$ cat src/rtl/reg_writeback_unit_pkg.sv
// Shared constants for the register writeback unit: state encodings and parameter defaults.
// Latency: n/a (package only).
// Backpressure: n/a (package only).
package reg_writeback_unit_pkg;

    // Default widths and load timeout
    localparam int DATA_WIDTH_DEF     = 8;
    localparam int ADDR_WIDTH_DEF     = 3;
    localparam int TIMEOUT_CYCLES_DEF = 255;

    // Kept as plain constants so the encoding stays visible in netlists and waveforms
    localparam logic [0:0] IDLE      = 1'b0;
    localparam logic [0:0] LOAD_WAIT = 1'b1;

endpackage

$ cat src/rtl/reg_writeback_unit_if.sv
// Bundle between the datapath and the writeback unit: ALU/load requests, memory response, operand addresses, RF write port.
// Latency: n/a (wiring only).
// Backpressure: STALL is the only backpressure signal; the datapath holds fetch while it is high.
// Ports: master = datapath side (drives requests, observes RF write/STALL), slave = writeback unit.
interface reg_writeback_unit_if
    import reg_writeback_unit_pkg::*;
#(
    parameter int DATA_WIDTH = DATA_WIDTH_DEF,
    parameter int ADDR_WIDTH = ADDR_WIDTH_DEF
);
    logic                  ALU_WE;
    logic [ADDR_WIDTH-1:0] ALU_DEST;
    logic [DATA_WIDTH-1:0] ALU_RESULT;
    logic                  LOAD_REQ;
    logic [ADDR_WIDTH-1:0] LOAD_DEST;
    logic                  MEM_BUSYWAIT;
    logic [DATA_WIDTH-1:0] MEM_READDATA;
    logic [ADDR_WIDTH-1:0] SRC1_ADDR;
    logic [ADDR_WIDTH-1:0] SRC2_ADDR;
    logic [DATA_WIDTH-1:0] RF_IN;
    logic [ADDR_WIDTH-1:0] RF_INADDRESS;
    logic                  RF_WRITE;
    logic                  STALL;
    logic                  CONFLICT;
    logic                  TIMEOUT_ERR;

    modport master (
        output ALU_WE, ALU_DEST, ALU_RESULT, LOAD_REQ, LOAD_DEST,
               MEM_BUSYWAIT, MEM_READDATA, SRC1_ADDR, SRC2_ADDR,
        input  RF_IN, RF_INADDRESS, RF_WRITE, STALL, CONFLICT, TIMEOUT_ERR
    );

    modport slave (
        input  ALU_WE, ALU_DEST, ALU_RESULT, LOAD_REQ, LOAD_DEST,
               MEM_BUSYWAIT, MEM_READDATA, SRC1_ADDR, SRC2_ADDR,
        output RF_IN, RF_INADDRESS, RF_WRITE, STALL, CONFLICT, TIMEOUT_ERR
    );
endinterface

$ cat src/rtl/reg_writeback_unit_wb_timeout_counter.sv
// Saturating wait-cycle counter; flags the cycle on which the next enabled count would reach the limit.
// Latency: count updates on posedge; expired is combinational from count and enable.
// Backpressure: none; clear has priority over enable.
// Ports: CLK/RESET (sync active-high), clear, enable, limit in; expired out.
module wb_timeout_counter #(
    parameter int CNT_W = 8
) (
    input  logic             CLK,
    input  logic             RESET,
    input  logic             clear,
    input  logic             enable,
    input  logic [CNT_W-1:0] limit,
    output logic             expired
);
    logic [CNT_W-1:0] count;
    logic [CNT_W:0]   count_inc;

    // One extra bit so the compare cannot wrap when count is all ones
    assign count_inc = {1'b0, count} + {{CNT_W{1'b0}}, 1'b1};
    assign expired   = enable && (count_inc >= {1'b0, limit});

    always_ff @(posedge CLK) begin
        if (RESET || clear) begin
            count <= '0;
        end else if (enable && (count != limit)) begin
            count <= count_inc[CNT_W-1:0];
        end
    end
endmodule

$ cat src/rtl/reg_writeback_unit.sv
// Register-file write port driver: registers ALU results, sequences loads through memory busywait, stalls on RAW hazards.
// Latency: ALU write appears 1 cycle after acceptance; load write 1 cycle after the first non-busy posedge in LOAD_WAIT.
// Backpressure: STALL is high for all of LOAD_WAIT and in IDLE when a source operand matches the pending write.
// Ports: CLK, RESET (sync active-high), bus (slave modport of reg_writeback_unit_if).
module reg_writeback_unit
    import reg_writeback_unit_pkg::*;
#(
    parameter int DATA_WIDTH     = DATA_WIDTH_DEF,
    parameter int ADDR_WIDTH     = ADDR_WIDTH_DEF,
    parameter int TIMEOUT_CYCLES = TIMEOUT_CYCLES_DEF
) (
    input  logic                 CLK,
    input  logic                 RESET,
    reg_writeback_unit_if.slave  bus
);
    localparam int CNT_W = $clog2(TIMEOUT_CYCLES + 1);

    logic [0:0]            state;
    logic [ADDR_WIDTH-1:0] load_dest_q;
    logic                  cnt_clear;
    logic                  cnt_enable;
    logic                  cnt_expired;
    logic                  src_hit;

    // Counter restarts on load entry and only counts busy cycles in LOAD_WAIT
    assign cnt_clear  = (state == IDLE) && bus.LOAD_REQ;
    assign cnt_enable = (state == LOAD_WAIT) && bus.MEM_BUSYWAIT;

    wb_timeout_counter #(
        .CNT_W (CNT_W)
    ) u_timeout (
        .CLK     (CLK),
        .RESET   (RESET),
        .clear   (cnt_clear),
        .enable  (cnt_enable),
        .limit   (CNT_W'(TIMEOUT_CYCLES)),
        .expired (cnt_expired)
    );

    always_ff @(posedge CLK) begin
        if (RESET) begin
            state            <= IDLE;
            load_dest_q      <= '0;
            bus.RF_IN        <= '0;
            bus.RF_INADDRESS <= '0;
            bus.RF_WRITE     <= 1'b0;
            bus.CONFLICT     <= 1'b0;
            bus.TIMEOUT_ERR  <= 1'b0;
        end else begin
            // Write enable and conflict are single-cycle pulses
            bus.RF_WRITE <= 1'b0;
            bus.CONFLICT <= 1'b0;
            case (state)
                IDLE: begin
                    if (bus.LOAD_REQ) begin
                        // Load takes priority; a simultaneous ALU write is dropped
                        load_dest_q  <= bus.LOAD_DEST;
                        state        <= LOAD_WAIT;
                        bus.CONFLICT <= bus.ALU_WE;
                    end else if (bus.ALU_WE) begin
                        bus.RF_IN        <= bus.ALU_RESULT;
                        bus.RF_INADDRESS <= bus.ALU_DEST;
                        bus.RF_WRITE     <= 1'b1;
                    end
                end
                LOAD_WAIT: begin
                    if (!bus.MEM_BUSYWAIT) begin
                        bus.RF_IN        <= bus.MEM_READDATA;
                        bus.RF_INADDRESS <= load_dest_q;
                        bus.RF_WRITE     <= 1'b1;
                        state            <= IDLE;
                    end else if (cnt_expired) begin
                        // Abort without writing; the error stays up until reset
                        bus.TIMEOUT_ERR <= 1'b1;
                        state           <= IDLE;
                    end
                end
                default: state <= IDLE;
            endcase
        end
    end

    // No forwarding: any read of the register being written this cycle must wait
    assign src_hit = (bus.SRC1_ADDR == bus.RF_INADDRESS) ||
                     (bus.SRC2_ADDR == bus.RF_INADDRESS);

    always_comb begin
        bus.STALL = 1'b0;
        if (state == LOAD_WAIT) begin
            bus.STALL = 1'b1;
        end else if (bus.RF_WRITE && src_hit) begin
            bus.STALL = 1'b1;
        end
    end
endmodule

$ cat src/flat_wrapper.sv
// flat-port wrapper written by rule: the top's interface ports become plain ports
module reg_writeback_unit_flat import reg_writeback_unit_pkg::*;
#(
    parameter int DATA_WIDTH     = DATA_WIDTH_DEF,
    parameter int ADDR_WIDTH     = ADDR_WIDTH_DEF,
    parameter int TIMEOUT_CYCLES = TIMEOUT_CYCLES_DEF
)
  (CLK, RESET, bus_ALU_WE, bus_ALU_DEST, bus_ALU_RESULT, bus_LOAD_REQ, bus_LOAD_DEST, bus_MEM_BUSYWAIT, bus_MEM_READDATA, bus_SRC1_ADDR, bus_SRC2_ADDR, bus_RF_IN, bus_RF_INADDRESS, bus_RF_WRITE, bus_STALL, bus_CONFLICT, bus_TIMEOUT_ERR);
  reg_writeback_unit_if #(.DATA_WIDTH(DATA_WIDTH), .ADDR_WIDTH(ADDR_WIDTH)) bus_i ();
  input  logic CLK;
  input  logic RESET;
  input wire logic [$bits(bus_i.ALU_WE)-1:0] bus_ALU_WE;
  input wire logic [$bits(bus_i.ALU_DEST)-1:0] bus_ALU_DEST;
  input wire logic [$bits(bus_i.ALU_RESULT)-1:0] bus_ALU_RESULT;
  input wire logic [$bits(bus_i.LOAD_REQ)-1:0] bus_LOAD_REQ;
  input wire logic [$bits(bus_i.LOAD_DEST)-1:0] bus_LOAD_DEST;
  input wire logic [$bits(bus_i.MEM_BUSYWAIT)-1:0] bus_MEM_BUSYWAIT;
  input wire logic [$bits(bus_i.MEM_READDATA)-1:0] bus_MEM_READDATA;
  input wire logic [$bits(bus_i.SRC1_ADDR)-1:0] bus_SRC1_ADDR;
  input wire logic [$bits(bus_i.SRC2_ADDR)-1:0] bus_SRC2_ADDR;
  output wire logic [$bits(bus_i.RF_IN)-1:0] bus_RF_IN;
  output wire logic [$bits(bus_i.RF_INADDRESS)-1:0] bus_RF_INADDRESS;
  output wire logic [$bits(bus_i.RF_WRITE)-1:0] bus_RF_WRITE;
  output wire logic [$bits(bus_i.STALL)-1:0] bus_STALL;
  output wire logic [$bits(bus_i.CONFLICT)-1:0] bus_CONFLICT;
  output wire logic [$bits(bus_i.TIMEOUT_ERR)-1:0] bus_TIMEOUT_ERR;
  assign bus_i.ALU_WE = bus_ALU_WE;
  assign bus_i.ALU_DEST = bus_ALU_DEST;
  assign bus_i.ALU_RESULT = bus_ALU_RESULT;
  assign bus_i.LOAD_REQ = bus_LOAD_REQ;
  assign bus_i.LOAD_DEST = bus_LOAD_DEST;
  assign bus_i.MEM_BUSYWAIT = bus_MEM_BUSYWAIT;
  assign bus_i.MEM_READDATA = bus_MEM_READDATA;
  assign bus_i.SRC1_ADDR = bus_SRC1_ADDR;
  assign bus_i.SRC2_ADDR = bus_SRC2_ADDR;
  assign bus_RF_IN = bus_i.RF_IN;
  assign bus_RF_INADDRESS = bus_i.RF_INADDRESS;
  assign bus_RF_WRITE = bus_i.RF_WRITE;
  assign bus_STALL = bus_i.STALL;
  assign bus_CONFLICT = bus_i.CONFLICT;
  assign bus_TIMEOUT_ERR = bus_i.TIMEOUT_ERR;
  reg_writeback_unit #(.DATA_WIDTH(DATA_WIDTH), .ADDR_WIDTH(ADDR_WIDTH), .TIMEOUT_CYCLES(TIMEOUT_CYCLES)) u_core (.CLK(CLK), .RESET(RESET), .bus(bus_i));
endmodule
$ cat config.mk
export PLATFORM = sky130hd
export DESIGN_NAME = reg_writeback_unit_flat
export DESIGN_NICKNAME = d
export VERILOG_FILES = /design/src/rtl/reg_writeback_unit_pkg.sv /design/src/rtl/reg_writeback_unit_if.sv /design/src/rtl/reg_writeback_unit_wb_timeout_counter.sv /design/src/rtl/reg_writeback_unit.sv /design/src/flat_wrapper.sv
export SDC_FILE = /design/constraint.sdc
export NUM_CORES = 1
export LEC_CHECK = 0
export ABC_CLOCK_PERIOD_IN_PS = 1780
export CAP_MARGIN = 25
export CORE_MARGIN = 2
export CORE_UTILIZATION = 45
export DETAILED_ROUTE_END_ITERATION = 16
export GPL_TIMING_DRIVEN = 0
export PLACE_DENSITY = 0.79
export SYNTH_ARGS = -nofsm -noshare
export SYNTH_HDL_FRONTEND = slang
export SYNTH_SLANG_ARGS = --single-unit
$ cat constraint.sdc
create_clock -name CLK -period 1.78 [get_ports CLK]
set_input_delay 0.356 -clock CLK [delete_from_list [all_inputs] [get_ports CLK]]
set_output_delay 0.356 -clock CLK [all_outputs]
set_load 0.1 [all_outputs]
==> out/results.ini <==
[timing]
period_share_pct = 101
skew_ns = 0.00322
slew_viol_final = 0
max_slew_margin_pct = 62.9
hold_viol_final = 0
maxClockFrequency_ghz = 0.554
setup_viol = 1
rsz0062_at_grt = yes
fin_ws_ns = -0.0247
period_minus_slack_ns = 1.80
worst_pin_slew_ns = 0.560

[flow_run]
maxCapViolCount = 0

[finish]
stdcell_area_mm2 = 0.00209
nFillCells = 260
drive_gt1_share_pct = 34.4
antennaDiodeCount = 0
layout.nets = 228
final_core_util_pct = 67.9
final_cells = 236
syn_to_final_growth_pct = 43.2

[floorplan]
io_pins = 48
num_rows = 20
fp.dieW_um = 60.9
fp.dieH_um = 60.9
coreArea_mm2 = 0.00308
start_util_pct = 47.4
dieArea_mm2 = 0.00371

[power_and_ir_drop]
p_comb_share_pct = 37.5
sw_frac_of_total_pct = 36.6
netSwitchingPower_mw = 0.550
peakVddDrop_mv = 0.356
p_seq_share_pct = 43.0
pwr-share-clk_pct = 19.5
leakage_nw = 0.787
p_int_mw = 0.951
powerDensity_mw_per_mm2 = 719

[detailed_routing]
first_pass_iters = 2
wl_per_cell_um = 14.0
vias = 1195
vias_per_cell = 5.06
route.detailed.drc = 0
wl_mm = 3.30
ant_nets = 0
drt_iter0_markers = 43

[setup_path]
crit_arrival_ns = 1.45
crit_type = flip-flop to output port
path_buf_inv = 1
start_kind = flip-flop
reg2reg_depth = 6
crit_family = compound AO/OA/AOI/OAI gates
required_ns = 1.42
worstPathCellList = xor2_2, o31ai_2, a21o_4, buf_12
cp_max_fo = 4
worstReg2RegEnd = u_core.bus.TIMEOUT_ERR$_SDFFE_PP0P_
timing.rr.start = u_core.u_timeout.count[0]$_SDFFE_PP0P_
end_kind = output port
cp_slowest_stage_delay_ns = 0.39
r2r_slack_ns = 0.18
slowest_stage = dfxtp_4

[synth]
ys_seq_area_share_pct = 35.7
syn_nets = 176
yosys_most_used_dff = dfxtp_1
ys_warn_count = 0
ys_types = 33
async_flop_share_pct = 0
synth_area_mm2 = 0.00146
ys_ff_latch = 26
syn_avg_cell_area_um2 = 10.3
synth_edf_count = 0
syn_inst = 141

[place]
placedCellCount = 232
portBuffers = 47
dpl-instance-area_mm2 = 0.00200
globalplace.congestion = 0.837
dp_hpwl_mm = 2.56

[global_routing]
antenna_found_initial = 0
grt_max_degree = 15
grt_usage_pct = 18.1
grt_pass1_wl_mm = 5.05
grt-ovfl-total = 0
first_global_vias = 1190

[worst_hold_path]
hold_start = u_core.load_dest_q[2]$_SDFFE_PP0P_
hold_path_end = u_core.load_dest_q[2]$_SDFFE_PP0P_
holdPathStages = 2
hold_path_class = flip-flop to flip-flop

[clock_tree]
cts_buffer_depth = 2
clk_latency_ns = 0.31
hold_buffers = 0
cts-root-buf = clkbuf_4
clock-sinks = 26
cts_made_buffers = 3
h-tree-depth = 1
clk_pin_slew_ns = 0.14
cts_tree = built
postCtsSetupBuffers = 0

[run_status]
status = complete, but fails checks
violations = setup timing

==> Yosys cell counts (all sizes together) (2+ instances only) <==
master   n  share of area, %
xnor2    7               4.2
nand4    2               1.7
ha       2               1.7
nand3    5               2.6
o31ai    2               1.0
inv      3              0.77
a211oi  14                12
nor2b    3               1.3
mux2i   16                11
nand2    2              0.51
o21ai    3               1.8
nor2    28               8.7
xor2     6               3.6
dfxtp   26                36
buf      9               5.8
==> layer usage <==
| layer | GRT usage (%) | wire [um] | vias to the layer above |
|---|---|---|---|
| li1 | - | - | 595 |
| met5 | 0 | 0 | - |
| met1 | 19.8 | 1440 | 563 |
| met3 | 3.20 | 230 | 2 |
| met2 | 34.1 | 1620 | 35 |
| met4 | 7.14 | 12 | 0 |
==> worst min-delay path, delay by kind of cell, from the launching register on <==
family / cells / cell delay, ns
multiplexers: 1 / 0.06
flip-flops: 1 / 0.35
AND/OR/NAND/NOR: 1 / 0.08
==> cell families after synthesis <==
family                   count (synthesis)  synth area share (%)
adder cells (fa/ha/maj)                  2                  1.71
flip-flops                              26                  35.7
multiplexers                            16                  11.0
AND/OR/NAND/NOR                         48                  19.5
XOR/XNOR                                13                  7.80
AO/OA/AOI/OAI                           24                  17.8
buffers and inverters                   12                  6.60
==> area by class of cell <==
type / instances / area (um^2) / area share, %
multi-input combinational: 103 / 870 / 41.6
buffer: 9 / 85.1 / 4.07
inverter: 3 / 11.3 / 0.539
timing repair buffer: 47 / 503 / 24.1
clock buffer: 4 / 36.3 / 1.74
sequential: 26 / 529 / 25.3
tap: 44 / 55.1 / 2.63
==> layout by cell type (no fill, tap or decap), drive strengths merged, types with 4 or more instances in the layout <==
master,instances
mux2i,16
clkdlybuf4s15,14
buf,10
dfxtp,26
xnor2,7
clkdlybuf4s50,27
xor2,6
clkbuf,4
a211oi,14
nor2,28
nand3,5
==> registers in the layout, summed over array words and instances (netlist names) <==
| signal | flops |
|---|---|
| u_core.bus.CONFLICT | 1 |
| u_core.bus.RF_IN | 8 |
| u_core.bus.RF_INADDRESS | 3 |
| u_core.bus.RF_WRITE | 1 |
| u_core.bus.TIMEOUT_ERR | 1 |
| u_core.load_dest_q | 3 |
| u_core.state | 1 |
| u_core.u_timeout.count | 8 |
==> power by group through the flow <==
stage               Clock (mW)  Sequential, mW  Combinational [mW]
CTS                      0.306           0.645               0.565
floorplan                    0           0.851               0.205
global placement             0           0.656               0.554
finish                   0.292           0.646               0.563
global route             0.328           0.650               0.592
detailed placement           0           0.658               0.562
==> repair_timing <==
item                                    in CTS  in global routing
pin swaps                                    2                  5
resized for setup                           54                  6
endpoints found under the setup margin      15                  1
endpoints found under the hold margin        0                  0
==> stage by stage <==
step | worst slack (ns) | setup TNS (ns) | power (mW) | hold slack [ns]
finish | -0.0247 | -0.0247 | 1.50 | 0.520
global route | -0.0881 | -0.0881 | 1.57 | 0.543
CTS | -0.0545 | -0.0545 | 1.52 | 0.526
detailed placement | -1.11 | -1.72 | 1.22 | 0.493
global placement | -1.08 | -1.61 | 1.21 | 0.476
floorplan | 0.00197 | 0 | 1.06 | 0.460
==> worst max path at each step <==
stage | start | end | slack (ns) | cells past startpoint
after global placement | bus_SRC2_ADDR[1] | bus_STALL | -1.08 | 5
after CTS | u_core.bus.RF_INADDRESS[2]$_SDFFE_PP0P_ | bus_STALL | -0.05 | 4
after floorplan | u_core.bus.RF_INADDRESS[0]$_SDFFE_PP0P_ | bus_STALL | 0.002 | 3
after detailed placement | bus_SRC2_ADDR[1] | bus_STALL | -1.11 | 5
after global routing | u_core.bus.RF_INADDRESS[1]$_SDFFE_PP0P_ | bus_STALL | -0.09 | 4
final | u_core.bus.RF_INADDRESS[1]$_SDFFE_PP0P_ | bus_STALL | -0.02 | 4
Note: power is estimated with default switching activity, not from simulation.
